## src/rtl/bus_pkg.sv

```systemverilog
// Shared constants for the bus arbiter/mux slice.
// The optional counter (macro BUS_CONFLICT_CNT_EN) is sized here.
package bus_pkg;
  localparam int CONFLICT_CNT_W = 16;
  localparam int MODE_PRIO      = 0;
  localparam int MODE_RR        = 1;
  localparam int DEF_N_SRC      = 24;
  localparam int DEF_WIDTH      = 32;

  function automatic int idx_w(input int n);
    return (n > 1) ? $clog2(n) : 1;
  endfunction
endpackage

```

## src/rtl/rr_arbiter.sv

```systemverilog
// Winner search (fixed priority or round-robin) and the rr pointer.
// The pointer advances on the final winner chosen by the top.
module rr_arbiter
  import bus_pkg::*;
#(
  parameter  int N_SRC   = DEF_N_SRC,
  parameter  int RR_MODE = MODE_PRIO,
  localparam int IW      = idx_w(N_SRC)
) (
  input  logic             clk_i,
  input  logic             rst_i,
  input  logic [N_SRC-1:0] req_i,
  input  logic             upd_i,
  input  logic [IW-1:0]    upd_idx_i,
  output logic             win_vld_o,
  output logic [IW-1:0]    win_idx_o
);

  localparam logic [IW:0] NS = (IW+1)'(N_SRC);

  logic [IW-1:0] ptr_q, ptr_d;
  logic [IW:0]   pos;

  // Descending offset scan: the last hit is the one nearest the pointer.
  always_comb begin
    win_vld_o = 1'b0;
    win_idx_o = '0;
    pos       = '0;
    if (RR_MODE == MODE_RR) begin
      for (int k = N_SRC-1; k >= 0; k--) begin
        pos = {1'b0, ptr_q} + (IW+1)'(k);
        if (pos >= NS) pos = pos - NS;
        if (req_i[pos[IW-1:0]]) begin
          win_vld_o = 1'b1;
          win_idx_o = pos[IW-1:0];
        end
      end
    end else begin
      for (int i = 0; i < N_SRC; i++) begin
        if (req_i[i]) begin
          win_vld_o = 1'b1;
          win_idx_o = IW'(i);
        end
      end
    end
  end

  always_comb begin
    ptr_d = ptr_q;
    if (upd_i) begin
      ptr_d = (upd_idx_i == IW'(N_SRC-1)) ? '0
            : upd_idx_i + IW'(1);
    end
  end

  always_ff @(posedge clk_i) begin
    if (rst_i) begin
      ptr_q <= '0;
    end else if (RR_MODE == MODE_RR) begin
      ptr_q <= ptr_d;
    end
  end

endmodule

```

## src/rtl/bus_arbiter_mux.sv

```systemverilog
// Registered N-source bus mux with lockable arbitration.
// Macro BUS_CONFLICT_CNT_EN adds a saturating conflict counter.
module bus_arbiter_mux
  import bus_pkg::*;
#(
  parameter  int N_SRC   = DEF_N_SRC,
  parameter  int WIDTH   = DEF_WIDTH,
  parameter  int RR_MODE = MODE_PRIO,
  localparam int IW      = idx_w(N_SRC)
) (
  input  logic                   clock,
  input  logic                   reset,
  input  logic [N_SRC-1:0]       src_req,
  input  logic [N_SRC-1:0]       src_lock,
  input  logic [N_SRC*WIDTH-1:0] src_data,
  output logic [WIDTH-1:0]       bus_out,
  output logic                   bus_valid,
  output logic [N_SRC-1:0]       grant,
  output logic                   conflict
`ifdef BUS_CONFLICT_CNT_EN
  ,
  output logic [CONFLICT_CNT_W-1:0] conflict_cnt
`endif
);

  logic             arb_vld;
  logic [IW-1:0]    arb_idx;
  logic             lock_hit;
  logic             sel_vld;
  logic [IW-1:0]    sel_idx;
  logic             own_vld_q, own_vld_d;
  logic [IW-1:0]    own_idx_q, own_idx_d;
  logic [WIDTH-1:0] bus_q, bus_d;
  logic [N_SRC-1:0] grant_q, grant_d;
  logic             valid_q;
  logic             conf_q, conf_d;

  rr_arbiter #(
    .N_SRC   (N_SRC),
    .RR_MODE (RR_MODE)
  ) u_arb (
    .clk_i     (clock),
    .rst_i     (reset),
    .req_i     (src_req),
    .upd_i     (sel_vld),
    .upd_idx_i (sel_idx),
    .win_vld_o (arb_vld),
    .win_idx_o (arb_idx)
  );

  // A live owner pre-empts the search; a dropped request falls through.
  always_comb begin
    lock_hit  = own_vld_q & src_req[own_idx_q];
    sel_vld   = lock_hit | arb_vld;
    sel_idx   = lock_hit ? own_idx_q : arb_idx;
    grant_d   = '0;
    for (int i = 0; i < N_SRC; i++) begin
      grant_d[i] = sel_vld && (sel_idx == IW'(i));
    end
    bus_d     = sel_vld ? src_data[int'(sel_idx)*WIDTH +: WIDTH]
                        : bus_q;
    own_vld_d = sel_vld & src_lock[sel_idx];
    own_idx_d = sel_idx;
    conf_d    = |(src_req & (src_req - N_SRC'(1)));
  end

  always_ff @(posedge clock) begin
    if (reset) begin
      bus_q     <= '0;
      grant_q   <= '0;
      valid_q   <= 1'b0;
      conf_q    <= 1'b0;
      own_vld_q <= 1'b0;
      own_idx_q <= '0;
    end else begin
      bus_q     <= bus_d;
      grant_q   <= grant_d;
      valid_q   <= sel_vld;
      conf_q    <= conf_d;
      own_vld_q <= own_vld_d;
      own_idx_q <= own_idx_d;
    end
  end

  assign bus_out   = bus_q;
  assign grant     = grant_q;
  assign bus_valid = valid_q;
  assign conflict  = conf_q;

`ifdef BUS_CONFLICT_CNT_EN
  logic [CONFLICT_CNT_W-1:0] cnt_q, cnt_d;

  assign cnt_d = (conf_q && (cnt_q != '1))
               ? cnt_q + CONFLICT_CNT_W'(1) : cnt_q;

  always_ff @(posedge clock) begin
    if (reset) cnt_q <= '0;
    else       cnt_q <= cnt_d;
  end

  assign conflict_cnt = cnt_q;
`endif

endmodule
```

## config.mk

```make
export PLATFORM = sky130hd
export DESIGN_NAME = bus_arbiter_mux
export DESIGN_NICKNAME = d
export VERILOG_FILES = /design/src/rtl/bus_pkg.sv /design/src/rtl/rr_arbiter.sv /design/src/rtl/bus_arbiter_mux.sv
export SDC_FILE = /design/constraint.sdc
export NUM_CORES = 1
export LEC_CHECK = 0
export CORE_AREA = 10 10 333 335
export DETAILED_ROUTE_END_ITERATION = 16
export DIE_AREA = 0 0 343 345
export DONT_BUFFER_PORTS = 1
export GPL_ROUTABILITY_DRIVEN = 0
export GPL_TIMING_DRIVEN = 0
export PLACE_DENSITY = 0.3
export SLEW_MARGIN = 20
export SYNTH_ARGS = -nofsm -noshare
export SYNTH_HDL_FRONTEND = slang
export SYNTH_SLANG_ARGS = --single-unit
```

## constraint.sdc

```tcl
create_clock -name clock -period 11 [get_ports clock]
set_input_delay 1.65 -clock clock [delete_from_list [all_inputs] [get_ports clock]]
set_output_delay 1.65 -clock clock [all_outputs]
set_load 0.01 [all_outputs]
```

# Word level (Yosys, flattened, before mapping)
# Index checks and enable logic that the tools add are counted.
[op_classes]
n_addsub = 1
mul = 0
div = 0
magnitude_cmp = 2
eq_ne = 23
shift = 1
muxes = 52
n_bitwise = 4
reduce_logical = 26
[op_table]
columns = ["operator", "n"]
rows = [
  ["$shiftx A768 B11 Y32", 1],
  ["$mux W5", 9],
  ["$eq A5 B4 Y1 const B", 8],
  ["$eq A5 B5 Y1 const B", 8],
  ["$mux W4", 8],
  ["$mux W1", 27],
  ["$and A24 B24 Y24", 1],
  ["$logic_and A1 B1 Y1", 24],
  ["$reduce_or A24 Y1", 1],
  ["$sub A24 B1 Y24 const B", 1],
  ["$eq A5 B3 Y1 const B", 4],
  ["$lt A5 B6 Y1 const B", 2],
  ["$mux W3", 4],
  ["$bmux W1 S5", 2],
  ["$eq A5 B2 Y1 const B", 2],
  ["$eq A5 B1 Y1 const B", 1],
  ["$logic_not A5 Y1", 1],
  ["$mux W2", 2],
  ["$and A1 B1 Y1", 2],
  ["$or A1 B1 Y1", 1],
]
[totals]
register_bits = 64
latchBits = 0
ramBits = 0
rom_bits = 0
input_bits = 818
out_inout_bits = 58
mem_count = 0

# Depth between registers and ports, before layout
[depth]
word_depth = 27
depth_mapped = 16
ltp_nobuf = 10

# Hierarchy
# A second synthesis with hierarchy kept.
[unflattened]
cells_unflattened = 1668
area_unflattened_um2 = 12157.9
[modules_own_cells]
columns = ["module", "n_inst", "cells_each", "area_each_um2", "seq_area_each_um2"]
rows = [
  ["bus_arbiter_mux", 1, 1623, 11901.4, 1281.2],
  ["rr_arbiter", 1, 45, 256.5, 0.0],
]

# Least setup slack after synthesis
# OpenSTA, ideal clock, no wires.
[synth_path]
path_type = "in2reg"
start = "input port src_req[19]"
end = "register bus_q[4], in the netlist bus_out[4]"
setup_ns = 0.134
arrival_time_ns = 4.471
path_slack_ns = 6.395
path_stages = 12
cell_sequence = "buf_2 mux4_2 or2b_1 and3_4 o31ai_4 a21boi_2 buf_6 buf_6 mux4_2 a22o_1 a2111oi_0 a21oi_1"
[synth_via]
elab_chain_cells = 7
word_cells_on_any_way = 16
cone_classes = "shift (1); mux (13); bitwise (2)"
[synth_lines]
columns = ["element", "line", "source"]
rows = [
  ["start, declared", "bus_arbiter_mux.sv:13", "input logic [N_SRC-1:0] src_req,"],
  ["parallel branches: the longest is 7 deep, another holds $shiftx A768 B11 Y32", "-", ""],
  ["end signal, assigned", "bus_arbiter_mux.sv:76", "bus_q <= bus_d;"],
  ["end, declared", "bus_arbiter_mux.sv:33", "logic [WIDTH-1:0] bus_q, bus_d;"],
]
# Parallel ways; which one is timed is not known. The select of a mux whose other input is x is not followed.
# A chain may end at the register's enable or synchronous reset.

# Worst setup path in the final report
[layout_path]
start = "input port src_req[19]"
end = "register bus_q[0], in the netlist bus_out[0]"
# The elaborated chain is that of the path after synthesis.

==> metrics.md <==
| Metric | Value |
|---|---|
| Commonest cells in the synthesized netlist | nand2_1, a21oi_1, mux4_2 |
| Hold path depth | 2 |
| Status | complete, no violations |
| H-tree depth | 3 |
| Num CTS Buffers | 9 |
| Initial core utilization | roughly 9.0% |
| Post-DR vias/cell | 4.552 |
| Worst hold start | bus_out[31] |
| Post-synth EDFFs | 0 |
| Post-Syn Area | around 0.0094 mm2 |
| FP Rows | 119 |
| Clock latency on the worst-skew pair | approximately 0.40 ns |
| Crit Reg-Reg Startpoint | own_idx_q[0] |
| Vias in the first global route | approximately 12000 |
| DRC viols | 0 |
| First-pass DRT Iterations | 5 |
| Leak pwr | approximately 3.7 nW |
| WP data required | about 11 ns |
| RSZ-0062 raised after global routing | false |
| Minimum clock period | 6.515 ns |
| Die W | 343 um |
| Setup_tns | 0 ns |
| Critical Path AT | between 6 and 7 ns |
| Yosys top cell area share | around 23% |
| Headroom to the max-slew limit | 19.69% |
| Crit path launch type | input port |
| Register area | approximately 0.0013 mm2 |
| Worst Tran Pin Value | between 1 and 1.5 ns |
| Placed Cells incl. Taps | 2459 |
| Non-Filler Instances | roughly 2500 |
| Simple-Gate Fraction of Synth Area | between 10% and 20% |
| Setup bufs post-CTS | 0 |
| Ys flop type | dfxtp_1 |
| Asr flop ratio synth | 0% |
| IO buf count | 0 |
| Die Area | around 0.12 mm2 |
| Area growth, synth to finish | 24.02% |
| Synth Area in Compound Gates | between 20% and 30% |
| Final Net Count | approximately 1900 |
| Multiplexer share of the synthesized area | roughly 36% |
| Fmax | about 0.15 GHz |
| I/O pins | 876 |
| GRT overflow | 0 |
| Synth cell types | 76 |
| Initial antenna violation count | 73 |
| Cell area power density | 229.1 mW/mm2 |
| First-pass GRT wire length | about 150 mm |
| Setup Crit Path Kind | input port to flop |
| 1st-iter DRT viols | roughly 1200 |
| Period utilization | 59.23% |
| Multi-input logic area | 0.007336 mm2 |
| Yosys reg bits | 64 |
| Mean post-synth cell area | ~9 um2 |
| HP Class | flop to flop |
| Post_cts resized | 0 |
| Root buffer cell | clkbuf_16 |
| WHS | around 0.6 ns |
| Warnings from Yosys | 0 |
| R2R Setup Slk | 5.25 ns |
| WL final | about 120 mm |
| Share of cells above drive strength 1 | 20.76% |
| Slew Viols, Final | 0 |
| Reg2reg path depth | 12 |
| GR Util All Layers | just under 20% |
| Clk slew on worst S/H paths | approximately 0.08 ns |
| Reg-to-reg critical path endpoint | bus_out[0] |
| Post-DP HPWL | approximately 100 mm |
| Detail Route Antenna Nets | 0 |
| Crit end category | flop |
| Max Buffers Root-to-Sink | 2 |
| Top cells by area, synth | mux4_2, dfxtp_1, mux2i_1 |
| Maximum vdd drop | roughly 0.086 mV |
| Largest family of logic cells by synthesized area | multiplexers |
| CP Max Fanout | 12 |
| Total number of vias | 11340 |
| Total clock sinks | between 60 and 70 |
| Worst Skew | approximately 0.016 ns |
| Min-Delay Endpoint | bus_out[31] |
| Xor/xnor share of the synthesized area | 0% |
| Syn_nets | 1880 |
| Max Cap Viol | 0 |
| Top-count cell post-synth | nand2_1 |
| Final hold viol count | 0 |
| Die height | 345 um |
| Syn Inst Count | 1062 |
| Register area share after synthesis | a little over an eighth |
| Pin count of the biggest net entering global routing | 14 |
| # fillers | 12160 |
| CTS tree | built |
| Core area | 0.1044 mm2 |
| Final setup violation count | 0 |
| Cell taking the most area after synthesis | mux4_2 |
| Synth Area in Adders | less than 1% |
| Routed WL per cell | roughly 49 um |
| Cts hold-fix bufs | 0 |
| Final Util | around 11% |
layer usage:
metal | vias up | GRT usage [%] | wire [um]
met2 | 947 | 32.64 | 57880
met1 | 5812 | 22.67 | 46950
li1 | 4312 | - | -
met4 | 60 | 5.633 | 3609
met3 | 208 | 7.624 | 12650
met5 | - | 0 | 383
critical path: stages:
cell	delay [ns]
buf_2	0.15
mux4_2	0.47
or2b_1	0.25
and3_4	0.18
nor3_4	0.35
mux2_2	0.43
buf_4	0.22
buf_6	0.22
nand2_2	0.65
clkbuf_1	0.88
a21oi_1	0.15
nor4_1	0.95
a221oi_1	0.11
through the flow:
stage / cell area, um2 / power, mW / setup slack [ns]
finish: 11700 / 2.680 / 4.485
global route: 11680 / 2.796 / 4.351
CTS: 11660 / 2.749 / 4.525
detailed placement: 11330 / 2.369 / 4.076
global placement: 11170 / 2.338 / 2.547
floorplan: 9433 / 1.367 / 6.395
worst max-delay path by stage:
stage                startpoint     endpoint  slack [ns]
finish              src_req[19]   bus_out[0]        4.48
floorplan           src_req[19]   bus_out[4]        6.40
CTS                 src_req[19]   bus_out[0]        4.52
global placement    src_req[19]  bus_out[24]        2.55
global route        src_req[18]   bus_out[0]        4.35
detailed placement  src_req[19]   bus_out[0]        4.08
final cells by class:
class	count	area share [%]
Timing Repair Buffer	6	0.9840
Buffer	105	6.888
Antenna cell	16	0.3422
Inverter	14	0.4492
Tap cell	1391	14.88
Multi-Input combinational cell	879	62.71
Clock buffer	9	1.925
Clock inverter	7	0.8770
Sequential cell	64	10.95
logic make-up after synthesis:
kind of cell,after synthesis
compound gates,357
simple gates,318
mux,202
buf+inv,119
flops,64
fa+ha+maj,2
cell usage in the layout, fill, tap and decap left out, types with 7 or more instances in the layout:
cell	Yosys	routed
mux4_1	10	10
buf_6	17	17
nand3_1	18	17
buf_4	13	13
dfxtp_1	64	64
a2111oi_2	10	10
o21ai_1	11	11
mux4_2	96	96
clkbuf_1	37	29
nand2_1	174	174
a21oi_1	122	122
diode_2	0	16
clkbuf_2	0	8
nor4_1	30	30
a22o_1	18	18
clkbuf_16	0	9
a22oi_1	12	12
inv_1	14	14
a31oi_1	16	16
o21ai_0	24	23
a221oi_1	19	19
o22ai_1	35	35
buf_2	17	18
o211ai_1	12	12
clkbuf_8	7	7
a211o_1	17	17
nor2_1	59	59
o221ai_1	14	14
mux2i_1	90	89
flip-flops by register name, indices dropped and copies added, names as in the netlist:
| name | cells |
|---|---|
| bus_valid | 1 |
| bus_out | 32 |
| own_idx_q | 5 |
| grant | 24 |
| own_vld_q | 1 |
| conflict | 1 |
power breakdown:
| part | switching [mW] | total (mW) | internal [mW] | leakage (nW) |
|---|---|---|---|---|
| Sequential | 0.143 | 0.436 | 0.293 | 0.527 |
| Clock | 0.162 | 0.363 | 0.201 | 0.157 |
| Combinational | 1.27 | 1.88 | 0.612 | 3.03 |
(Power assumes the default switching activity.)
